**src/rtl/pipe_stage.sv**
```systemverilog
// Elastic valid/ready pipeline register with synchronous flush and occupancy report.
// Define PIPE_STAGE_SKID_EN to add a second (skid) entry and a registered in_ready.
module pipe_stage #(
    parameter int               WIDTH  = 32,
    parameter logic [WIDTH-1:0] BUBBLE = '0
) (
    input  logic             CLK,
    input  logic             nRST,
    input  logic             flush,
    input  logic             in_valid,
    output logic             in_ready,
    input  logic [WIDTH-1:0] in_data,
    output logic             out_valid,
    input  logic             out_ready,
    output logic [WIDTH-1:0] out_data,
    output logic [1:0]       occupancy
);

    typedef enum logic [1:0] {
        EMPTY = 2'd0,
        ONE   = 2'd1,
        TWO   = 2'd2
    } state_e;

    state_e           state;
    logic [WIDTH-1:0] main_q;
    logic             accept;
    logic             emit;

    assign emit      = out_valid && out_ready;
    assign accept    = in_valid && in_ready && !flush;
    assign out_valid = (state != EMPTY);
    assign out_data  = out_valid ? main_q : BUBBLE;
    assign occupancy = state;

`ifdef PIPE_STAGE_SKID_EN
    logic [WIDTH-1:0] skid_q;
    logic             ready_q;

    // in_ready comes straight from a flop, so out_ready never reaches upstream combinationally.
    assign in_ready = ready_q;

    // NOTE: sequential state uses non-blocking assignments so every flop samples pre-edge values.
    always_ff @(posedge CLK or negedge nRST) begin
        if (!nRST) begin
            state   <= EMPTY;
            main_q  <= BUBBLE;
            skid_q  <= BUBBLE;
            ready_q <= 1'b1;
        end else if (flush) begin
            state   <= EMPTY;
            skid_q  <= BUBBLE;
            ready_q <= 1'b1;
        end else begin
            case (state)
                EMPTY: begin
                    if (accept) begin
                        main_q <= in_data;
                        state  <= ONE;
                    end
                end
                ONE: begin
                    if (accept && emit) begin
                        main_q <= in_data;
                    end else if (accept) begin
                        // Downstream stalled: park the new entry so main_q stays stable.
                        skid_q  <= in_data;
                        state   <= TWO;
                        ready_q <= 1'b0;
                    end else if (emit) begin
                        state <= EMPTY;
                    end
                end
                TWO: begin
                    if (emit) begin
                        main_q  <= skid_q;
                        skid_q  <= BUBBLE;
                        state   <= ONE;
                        ready_q <= 1'b1;
                    end
                end
                default: begin
                    state   <= EMPTY;
                    ready_q <= 1'b1;
                end
            endcase
        end
    end
`else
    // A slot frees up in the same cycle the held entry leaves.
    assign in_ready = !out_valid || out_ready;

    // NOTE: sequential state uses non-blocking assignments so every flop samples pre-edge values.
    always_ff @(posedge CLK or negedge nRST) begin
        if (!nRST) begin
            state  <= EMPTY;
            main_q <= BUBBLE;
        end else if (flush) begin
            state <= EMPTY;
        end else begin
            case (state)
                EMPTY: begin
                    if (accept) begin
                        main_q <= in_data;
                        state  <= ONE;
                    end
                end
                ONE: begin
                    if (accept) begin
                        main_q <= in_data;
                    end else if (emit) begin
                        state <= EMPTY;
                    end
                end
                default: state <= EMPTY;
            endcase
        end
    end
`endif

endmodule

```
**config.mk**
```make
export PLATFORM = sky130hd
export DESIGN_NAME = pipe_stage
export DESIGN_NICKNAME = d
export VERILOG_FILES = /design/src/rtl/pipe_stage.sv
export SDC_FILE = /design/constraint.sdc
export NUM_CORES = 1
export LEC_CHECK = 0
export CAP_MARGIN = 20
export CORE_MARGIN = 4
export CORE_UTILIZATION = 40
export CTS_CLUSTER_SIZE = 20
export DETAILED_ROUTE_END_ITERATION = 10
export PLACE_DENSITY = 0.76
export RECOVER_POWER = 100
export SYNTH_ARGS = -nofsm -noshare
export SYNTH_HDL_FRONTEND = slang
export SYNTH_SLANG_ARGS = --single-unit
```
**constraint.sdc**
```tcl
create_clock -name CLK -period 3.46 [get_ports CLK]
set_clock_uncertainty 0.2 [all_clocks]
set_input_delay 0.346 -clock CLK [delete_from_list [all_inputs] [get_ports CLK]]
set_output_delay 0.346 -clock CLK [all_outputs]
set_load 0.02 [all_outputs]
```
==> metrics.md, run 1 <==
| Metric | Value |
|---|---|
| Slew of the pin with the lowest slew margin | `1.71 ns` |
| Resized Gates After CTS | `0` |
| Post-Route Utilization | `66.6%` |
| Clk buf depth | `2` |
| WL/cell | `14.4 um` |
| Row count | `21` |
| CTS tree | `yes` |
| Ranking of synthesized cells by area | `dfrtp_1 (55%), mux2_2 (23%), and2_1 (13%)` |
| Worst Setup End Kind | `flip-flop` |
| Worst Path Required | `3.42 ns` |
| DR pass1 iterations | `4` |
| CTS Hold Bufs | `0` |
| CP Launch Point | `occupancy[0]$_DFFE_PN0P_` |
| Sequential fraction of the synthesis area | `55.3%` |
| Top cell type's share of synthesized area | `55.3%` |
| # setup viols final | `0` |
| Unrepaired setup endpoints after global routing | `false` |
| H-tree Lvls | `2` |
| Post-CTS setup buffer count | `0` |
| Synthesis-to-finish area growth | `54.7%` |
| Residual DRC | `0` |
| Die width | `69.1 um` |
| Gr usage total | `14.9%` |
| I/O pins | `73` |
| Drt via density | `4.66` |
| Yosys Warn Count | `0` |
| Die H | `69.1 um` |
| Period utilization | `78.3%` |
| Avg Inst Size Synth | `13.5 um2` |
| Synthesized flop and latch total | `33` |
| First-pass GRT wire length | `5.58 mm` |
| Largest net degree at the start of global routing | `36` |
| Crit Path Category | `reg -> reg` |
| Final GP Congestion | `0.689` |
| Status | `finished, violations left` |
| Die Area | `4780 um2` |
| GRT overflow | `0` |
| Post-route minimum period | `2.71 ns` |
| Flop2flop setup slack | `0.75 ns` |
| P per Cell Area | `471 nW/um2` |
| Num CTS Buffers | `5` |
| Vias in the first global route | `1163` |
| Max-Slew Margin vs Limit | `-13.9%` |
| Max Slew Vio Count | `34` |
| Worst r2r dst | `main_q[5]$_DFFE_PN0P_` |
| Core footprint | `3470 um2` |
| Reg2reg path depth | `4` |
| Hold Crit Start | `main_q[23]$_DFFE_PN0P_` |
| CP arrival | `2.67 ns` |
| Largest vdd supply drop | `270 uV` |
| CP Max Fanout | `35` |
| Failing checks | `capacitance limit, slew limit` |
| Setup TNS | `0 ns` |
| # diodes | `0` |
| Iteration-0 DRC Markers | `29` |
| Root buffer cell | `clkbuf_8` |
| Initial core utilization | `43.1%` |
| WL final | `3.32 mm` |
| Mapped Area | `1490 um2` |
| DP Wirelength | `2.43 mm` |
| Clock-pin slew on the worst setup and hold paths | `0.06 ns` |
| Overall power | `1.09 mW` |
| Routed vias | `1076` |
| CP endpoint | `main_q[5]$_DFFE_PN0P_` |
| Worst R2R Start | `occupancy[0]$_DFFE_PN0P_` |
| Fmax achieved | `369 MHz` |
| Initial antenna violation count | `0` |
| Clock latency on the worst-skew pair | `0.28 ns` |
| Share of layout cells above drive strength 1 | `20.0%` |
| Maxcap violations | `1` |
| Final Hold Vio Count | `0` |
| Type of the tightest min-delay check | `reg -> reg` |
| Clock sinks | `33` |
| Synth cell types | `12` |
| Syn Nets | `148` |
| Routed Antenna Nets | `0` |
| IO Port Bufs | `71` |
| Nets | `221` |
| Yosys top cell by area | `dfrtp_1` |
| Critical Path Start Type | `flip-flop` |
| Leakage power | `1.03 nW` |
| Post-Syn Instances | `111` |
==> per-layer routing <==
layer | global-route usage (%) | part of all wire [%]
met1 | 18.2 | 46
met2 | 20.1 | 40
met3 | 10.3 | 13
met4 | 6.51 | 1.6
met5 | 0 | 0
==> through the flow <==
stage	setup WS [ns]	instance area, um2	hold WS [ns]	std cells
after global placement	1.17	2220	0.261	223
after global routing	0.507	2310	0.308	231
final	0.752	2310	0.287	231
after CTS	0.812	2340	0.282	231
after detailed placement	1.14	2220	0.276	223
after floorplan	1.69	1490	-0.150	111
==> report_power, final <==
group          leakage [nW]  switching (mW)  internal (mW)  total, mW
sequential            0.389          0.0326          0.450      0.483
combinational         0.580          0.0979          0.142      0.240
clock                0.0585           0.131          0.235      0.366
total                  1.03           0.261          0.827       1.09
==> cell usage in the layout (no fill, tap or decap) <==
cell             Yosys  final
clkdlybuf4s50_1      0     35
bufinv_16            0      1
and2_1              32     32
conb_1               1      1
dfrtp_1             33     33
clkbuf_1             3      4
mux2_2              30     30
nor3b_1              0      1
nor2_1               2      2
mux2_1               2      2
dlygate4sd3_1        0     36
nor2b_1              0      1
clkbuf_8             0      6
inv_1                1      1
==> registers in the layout (all words and copies together) (netlist names) <==
signal,count
occupancy,1
main_q,32
==> critical path, cell delays in order, from the launching register on <==
cell      delay [ns]
dfrtp_1         0.68
nor2b_1         0.30
nor3b_1         0.27
clkbuf_1        0.72
mux2_2          0.41
==> worst min path at each step <==
stage / end / slack, ns / depth (start not counted)
4_1_cts: main_q[29]$_DFFE_PN0P_ / 0.28 / 2
2_1_floorplan: main_q[0]$_DFFE_PN0P_ / -0.15 / 0
3_3_place_gp: main_q[24]$_DFFE_PN0P_ / 0.26 / 1
6_report: main_q[23]$_DFFE_PN0P_ / 0.29 / 1
5_1_grt: main_q[23]$_DFFE_PN0P_ / 0.31 / 1
3_5_place_dp: main_q[23]$_DFFE_PN0P_ / 0.28 / 1
==> cells by family (layout without fill, tap and decap cells) <==
logic type             Yosys count  count (layout)  share of synthesized area, %
buffers and inverters            9              83                          4.27
DFF                             33              33                          55.3
muxes                           32              32                          24.1
other                            1               1                         0.251
and+or+nand+nor                 36              36                          16.1
==> cell usage after synthesis <==
master    number
clkbuf_1       3
nor2b_4        1
inv_1          1
conb_1         1
buf_4          2
dfrtp_1       33
and2_1        32
mux2_2        30
mux2_1         2
nor3b_4        1
buf_6          3
nor2_1         2
==> area by class of cell <==
type                            count  area, um2
Inverter                            1       3.75
Fill cell                         269       1160
Tap cell                           46       57.6
Timing Repair Buffer               74        722
Sequential cell                    33        826
Clock inverter                      1       30.0
Clock buffer                        7       86.3
Multi-Input combinational cell     69        586
Power figures use the tool's default switching activity.
==> run 2: changes to the inputs <==
- clock period: 3.46 -> 2.66 ns (I/O delays scaled with it)
==> run 2 against run 1 <==
Net effect:
- clock-buffer cell count stayed put
- die area stayed put
- clock power is 1% lower
- combinational power is 33% higher
- critical path depth is 1 lower
- the run still ends with capacitance limit, slew limit left
- global-route usage is 0.47 points lower
- sequential share of layout area is 0.097 points higher
- wire length is 3.6% lower
==> metrics.md, run 2 (synthesis results as in run 1) <==
| Metric | Value |
|---|---|
| Final Hold Vio Count | `0 (unchanged)` |
| Worst Path Required | `2.19 ns (was 3.42 ns)` |
| P per Cell Area | `567 nW/um2 (was 471 nW/um2)` |
| WL/cell | `13.8 um (was 14.4 um)` |
| Crit Path Category | `reg -> out (was reg -> reg)` |
| Row count | `21 (unchanged)` |
| Gr usage total | `14.5% (was 14.9%)` |
| # placed instances | `224 (was 223)` |
| # diodes | `0 (unchanged)` |
| Clock-pin slew on the worst setup and hold paths | `0.06 ns (about the same)` |
| Crit-path cells | `nor2b_1 > inv_1 > dlygate4sd3_1 (was nor2b_1 > nor3b_1 > clkbuf_1 > mux2_2)` |
| GRT overflow | `0 (unchanged)` |
| Largest vdd supply drop | `313 uV (was 270 uV)` |
| Num CTS Buffers | `5 (unchanged)` |
| Crit-path max cell delay | `0.65 ns (was 0.72 ns)` |
| Post-route minimum period | `2.35 ns` |
| Routed Antenna Nets | `0 (unchanged)` |
| Unrepaired setup endpoints after global routing | `false (unchanged)` |
| Core footprint | `3470 um2 (unchanged)` |
| Register bank with the most flops | `main_q (unchanged)` |
| Initial antenna violation count | `0 (unchanged)` |
| Resized Gates After CTS | `0 (unchanged)` |
| # setup viols final | `0 (unchanged)` |
| I/O pins | `73 (unchanged)` |
| DR pass1 iterations | `4 (unchanged)` |
| Synthesis-to-finish area growth | `54.3% (was 54.7%)` |
| Worst Setup End Kind | `output pin (was flip-flop)` |
| WL final | `3.20 mm (was 3.32 mm)` |
| Leakage power | `1.02 nW (was 1.03 nW)` |
| CTS Hold Bufs | `0 (unchanged)` |
| IO Port Bufs | `71 (unchanged)` |
| Post-CTS setup buffer count | `0 (unchanged)` |
| Critical Path Start Type | `flip-flop (unchanged)` |
| Die Area | `4780 um2 (unchanged)` |
| Maxcap violations | `1 (unchanged)` |
| Initial core utilization | `43.1% (unchanged)` |
| Clk buf depth | `2 (unchanged)` |
| Placed cell areas | `2230 um2 (was 2220 um2)` |
| Fmax achieved | `426 MHz` |
| Die width | `69.1 um (unchanged)` |
| Delay-heaviest family, CP | `buffers and inverters (unchanged)` |
| Most frequent cells in the layout | `clkdlybuf4s50_1 (38), dfrtp_1 (33), dlygate4sd3_1 (33) (was dlygate4sd3_1 (36), clkdlybuf4s50_1 (35), dfrtp_1 (33))` |
| Type of the tightest min-delay check | `reg -> reg (unchanged)` |
| CTS tree | `yes (unchanged)` |
| DP Wirelength | `2.35 mm (was 2.43 mm)` |
| Design area | `2300 um2 (was 2310 um2)` |
| Die H | `69.1 um (unchanged)` |
| Commonest non-fill, non-tap cell in the layout | `clkdlybuf4s50_1 (was dlygate4sd3_1)` |
| Crit path buf inv count | `2 (was 1)` |
| Max-Slew Margin vs Limit | `-13.9% (about the same)` |
| Clock sinks | `33 (unchanged)` |
| Fill cell count | `277 (was 269)` |
| Slowest cell on the critical path | `dlygate4sd3_1 (was clkbuf_1)` |
| Setup TNS | `0 ns (unchanged)` |
| Nets | `222 (was 221)` |
| H-tree Lvls | `2 (unchanged)` |
| Status | `finished, violations left (unchanged)` |
| Max Slew Vio Count | `34 (unchanged)` |
| Max reg flops | `32 (unchanged)` |
| Vias in the first global route | `1156 (was 1163)` |
| Routed vias | `1074 (was 1076)` |
| CP arrival | `1.88 ns (was 2.67 ns)` |
| Drt via density | `4.65 (was 4.66)` |
| Clock latency on the worst-skew pair | `0.27 ns (was 0.28 ns)` |
| Residual DRC | `0 (unchanged)` |
| CP Max Fanout | `14 (was 35)` |
| Failing checks | `capacitance limit, slew limit (unchanged)` |
| Largest net degree at the start of global routing | `34 (was 36)` |
| Root buffer cell | `clkbuf_8 (unchanged)` |
| Non-filler instance count after layout | `231 (unchanged)` |
| Overall power | `1.31 mW (was 1.09 mW)` |
| Share of layout cells above drive strength 1 | `21.6% (was 20.0%)` |
| Period utilization | `88.2%` |
| Slew of the pin with the lowest slew margin | `1.71 ns (about the same)` |
| Iteration-0 DRC Markers | `21 (was 29)` |
| Final GP Congestion | `0.743 (was 0.689)` |
| First-pass GRT wire length | `5.46 mm (was 5.58 mm)` |
[run 2: cell count changes in the layout (fill, tap and decap cells not counted), sizes merged]
cell and change:
buf +2, dlygate4sd3 -3, bufinv -1, clkdlybuf4s50 +3, clkbuf -1
[run 2: worst paths after layout]
path | start | to | slack, ns | cells past startpoint
worst max-delay path | occupancy[0]$_DFFE_PN0P_ | in_ready | 0.31 | 3
worst min-delay path | main_q[23]$_DFFE_PN0P_ | main_q[23]$_DFFE_PN0P_ | 0.29 | 1
worst max register to register | occupancy[0]$_DFFE_PN0P_ | main_q[28]$_DFFE_PN0P_ | 0.38 | 4
worst min register to register | main_q[23]$_DFFE_PN0P_ | main_q[23]$_DFFE_PN0P_ | 0.29 | 1
max in group asynchronous | nRST | main_q[20]$_DFFE_PN0P_ | 0.57 | 2
min in group asynchronous | nRST | main_q[0]$_DFFE_PN0P_ | 0.71 | 2
[run 2: routing by layer]
metal / vias to the layer above / part of all wire (%) / track usage [%]
met1: 496 / 43 / 16.8
met3: 7 / 10 / 7.41
met5: - / 0 / 0
li1: 509 / - / -
met4: 0 / 1.5 / 5.86
met2: 62 / 45 / 22.6
[run 2: power by group]
part | switching, mW | internal [mW]
clock | 0.157 | 0.205
sequential | 0.0384 | 0.586
combinational | 0.131 | 0.190
total | 0.327 | 0.981
[run 2: per-stage QoR]
step | hold slack (ns) | setup WS, ns | utilization (%)
global placement | 0.262 | 0.590 | 64.4
floorplan | -0.230 | 0.886 | -
global route | 0.311 | 0.149 | 66.5
detailed placement | 0.273 | 0.547 | 64.4
finish | 0.285 | 0.314 | 66.5
CTS | 0.200 | 0.337 | 66.8
[run 2: layout make-up]
class,instances,area (um2),area share (%)
Inverter,1,3.75,0.163
Clock buffer,7,86.3,3.75
Tap cell,46,57.6,2.50
Timing Repair Buffer,75,734,31.9
Sequential cell,33,826,35.8
Multi-Input combinational cell,69,597,25.9
==> run 3: changes to the inputs <==
--- a/config.mk
+++ b/config.mk
@@ -13,3 +13,3 @@
 export PLACE_DENSITY = 0.76
-export RECOVER_POWER = 100
+export RECOVER_POWER = 50
 export SYNTH_ARGS = -nofsm -noshare
==> constraint.sdc (replaced) <==
create_clock -name CLK -period 2.66 [get_ports CLK]
set_clock_uncertainty 0.2 [all_clocks]
set_input_delay 0.532 -clock CLK [delete_from_list [all_inputs] [get_ports CLK]]
set_output_delay 0.532 -clock CLK [all_outputs]
set_load 0.02 [all_outputs]
==> run 3 against run 2 <==
Net effect:
- the flow now finishes without violations
- core utilization decreased by 0.11 points
- total power barely moved
- worst hold slack worse by 0.0090 ns
- design area down 0.16%
- via count down 2.6%
- maximum frequency decreased by 8.0%
- critical path type is now in -> out
- largest power group unchanged
==> metrics.md, run 3 (synthesis results as in run 1) <==
| Metric | Value |
|---|---|
| Clock sinks | `33 (unchanged)` |
| Non-filler instance count after layout | `231 (unchanged)` |
| Period utilization | `95.9% (was 88.2%)` |
| Max-Slew Margin vs Limit | `47.5% (was -13.9%)` |
| Worst R2R Start | `occupancy[0]$_DFFE_PN0P_ (unchanged)` |
| Gr usage total | `14.4% (was 14.5%)` |
| WHS | `0.276 ns (was 0.285 ns)` |
| Setup TNS | `0 ns (unchanged)` |
| # setup viols final | `0 (unchanged)` |
| CP arrival | `1.82 ns (was 1.88 ns)` |
| Routed vias | `1046 (was 1074)` |
| Flop2flop setup slack | `0.36 ns (was 0.38 ns)` |
| Vias in the first global route | `1169 (was 1156)` |
| Fill cell count | `259 (was 277)` |
| Hold Crit Start | `main_q[24]$_DFFE_PN0P_ (was main_q[23]$_DFFE_PN0P_)` |
| DP Wirelength | `2.40 mm (was 2.35 mm)` |
| Share of layout cells above drive strength 1 | `21.1% (was 21.6%)` |
| P per Cell Area | `568 nW/um2 (was 567 nW/um2)` |
| FF+latch area | `826 um2 (unchanged)` |
| Clock-pin slew on the worst setup and hold paths | `0.06 ns (about the same)` |
| Worst Setup End Kind | `output pin (unchanged)` |
| DR pass1 iterations | `3 (was 4)` |
| Leakage power | `0.938 nW (was 1.02 nW)` |
| Crit Path Category | `in -> out (was reg -> out)` |
| Multi-input logic area | `593 um2 (was 597 um2)` |
| Status | `finished clean (was finished, violations left)` |
| # diodes | `0 (unchanged)` |
| Largest net degree at the start of global routing | `34 (unchanged)` |
| Die width | `69.1 um (unchanged)` |
| Hold Crit Depth | `1 (unchanged)` |
| Slew of the pin with the lowest slew margin | `0.787 ns (was 1.71 ns)` |
| Core footprint | `3470 um2 (unchanged)` |
| H-tree Lvls | `2 (unchanged)` |
| Clock latency on the worst-skew pair | `0.27 ns (about the same)` |
| Routed Antenna Nets | `0 (unchanged)` |
| Register bank with the most flops | `main_q (unchanged)` |
| CTS tree | `yes (unchanged)` |
| Residual DRC | `0 (unchanged)` |
| WL final | `3.27 mm (was 3.20 mm)` |
| Max Slew Vio Count | `0 (was 34)` |
| Nets | `221 (was 222)` |
| IO Port Bufs | `71 (unchanged)` |
| Reg2reg path depth | `4 (unchanged)` |
| GRT overflow | `0 (unchanged)` |
| Post-route minimum period | `2.55 ns (was 2.35 ns)` |
| Initial antenna violation count | `0 (unchanged)` |
| Worst r2r dst | `main_q[2]$_DFFE_PN0P_ (was main_q[28]$_DFFE_PN0P_)` |
| Unrepaired setup endpoints after global routing | `false (unchanged)` |
| Maxcap violations | `0 (was 1)` |
| Commonest non-fill, non-tap cell in the layout | `clkdlybuf4s50_1 (unchanged)` |
| Post-CTS setup buffer count | `0 (unchanged)` |
| Synthesis-to-finish area growth | `54.0% (was 54.3%)` |
| Final Hold Vio Count | `0 (unchanged)` |
| Worst Path Required | `1.93 ns (was 2.19 ns)` |
| Final GP Congestion | `0.710 (was 0.743)` |
| I/O pins | `73 (unchanged)` |
| Resized Gates After CTS | `0 (unchanged)` |
| Initial core utilization | `43.1% (unchanged)` |
| Iteration-0 DRC Markers | `25 (was 21)` |
| Largest vdd supply drop | `293 uV (was 313 uV)` |
| Root buffer cell | `clkbuf_8 (unchanged)` |
| Clk buf depth | `2 (unchanged)` |
| CTS Hold Bufs | `0 (unchanged)` |
| Most frequent cells in the layout | `clkdlybuf4s50_1 (69), dfrtp_1 (33), and2_1 (32) (was clkdlybuf4s50_1 (38), dfrtp_1 (33), dlygate4sd3_1 (33))` |
| Die H | `69.1 um (unchanged)` |
| Post-route worst setup slack | `0.108 ns (was 0.314 ns)` |
| First-pass GRT wire length | `5.44 mm (was 5.46 mm)` |
| Type of the tightest min-delay check | `reg -> reg (unchanged)` |
| CP Max Fanout | `3 (was 14)` |
| Max reg flops | `32 (unchanged)` |
| Post-place setup slack | `0.192 ns (was 0.547 ns)` |
| Post-Route Utilization | `66.3% (was 66.5%)` |
| Row count | `21 (unchanged)` |
| Fmax achieved | `392 MHz (was 426 MHz)` |
| Drt via density | `4.53 (was 4.65)` |
| Die Area | `4780 um2 (unchanged)` |
| WHS Endpoint | `main_q[24]$_DFFE_PN0P_ (was main_q[23]$_DFFE_PN0P_)` |
| Num CTS Buffers | `5 (unchanged)` |
| Critical Path Start Type | `input pin (was flip-flop)` |
| # placed instances | `223 (was 224)` |
| WL/cell | `14.1 um (was 13.8 um)` |
==> run 3: changes by cell type in the layout (fill, tap and decap cells not counted), sizes merged <==
| cell | before | now |
|---|---|---|
| dlygate4sd3 | 33 | 2 |
| buf | 2 | 1 |
| clkdlybuf4s50 | 38 | 69 |
| clkbuf | 9 | 10 |
==> run 3: worst max path at each step <==
stage | slack [ns] | to | cells past startpoint | startpoint
floorplan | 0.89 | main_q[19]$_DFFE_PN0P_ | 4 | occupancy[0]$_DFFE_PN0P_
global placement | 0.19 | in_ready | 4 | out_ready
detailed placement | 0.19 | in_ready | 4 | out_ready
CTS | 0.12 | out_data[22] | 3 | occupancy[0]$_DFFE_PN0P_
global route | 0.05 | out_data[3] | 3 | occupancy[0]$_DFFE_PN0P_
finish | 0.11 | in_ready | 4 | out_ready
==> run 3: report_power, final <==
| part | leakage [nW] | internal (mW) | switching, mW |
|---|---|---|---|
| Combinational | 0.510 | 0.205 | 0.135 |
| Clock | 0.0395 | 0.185 | 0.157 |
| Sequential | 0.389 | 0.586 | 0.0392 |
==> run 3: layout make-up <==
class,count,share of cell area (%)
clock buffer,8,3.48
sequential,33,35.9
timing repair buffer,74,32.2
tap,46,2.50
multi-input combinational,69,25.8
inverter,1,0.163
==> run 3: layer usage <==
layer	wire length (um)	vias to the layer above	global-route usage [%]
met5	0	-	0
met4	55	0	5.86
met3	362	7	7.56
met2	1500	61	23.8
met1	1350	473	15.4
li1	-	505	-
==> run 3: stage by stage <==
stage	total power, mW	instance area [um2]
finish	1.31	2300
global route	1.38	2300
CTS	1.34	2330
detailed placement	0.984	2250
global placement	0.969	2250
floorplan	0.807	1490
==> run 3: critical path, cell delays in order <==
cell,delay (ns)
dlygate4sd3_1,0.57
nor2b_4,0.14
inv_1,0.05
clkdlybuf4s50_1,0.53
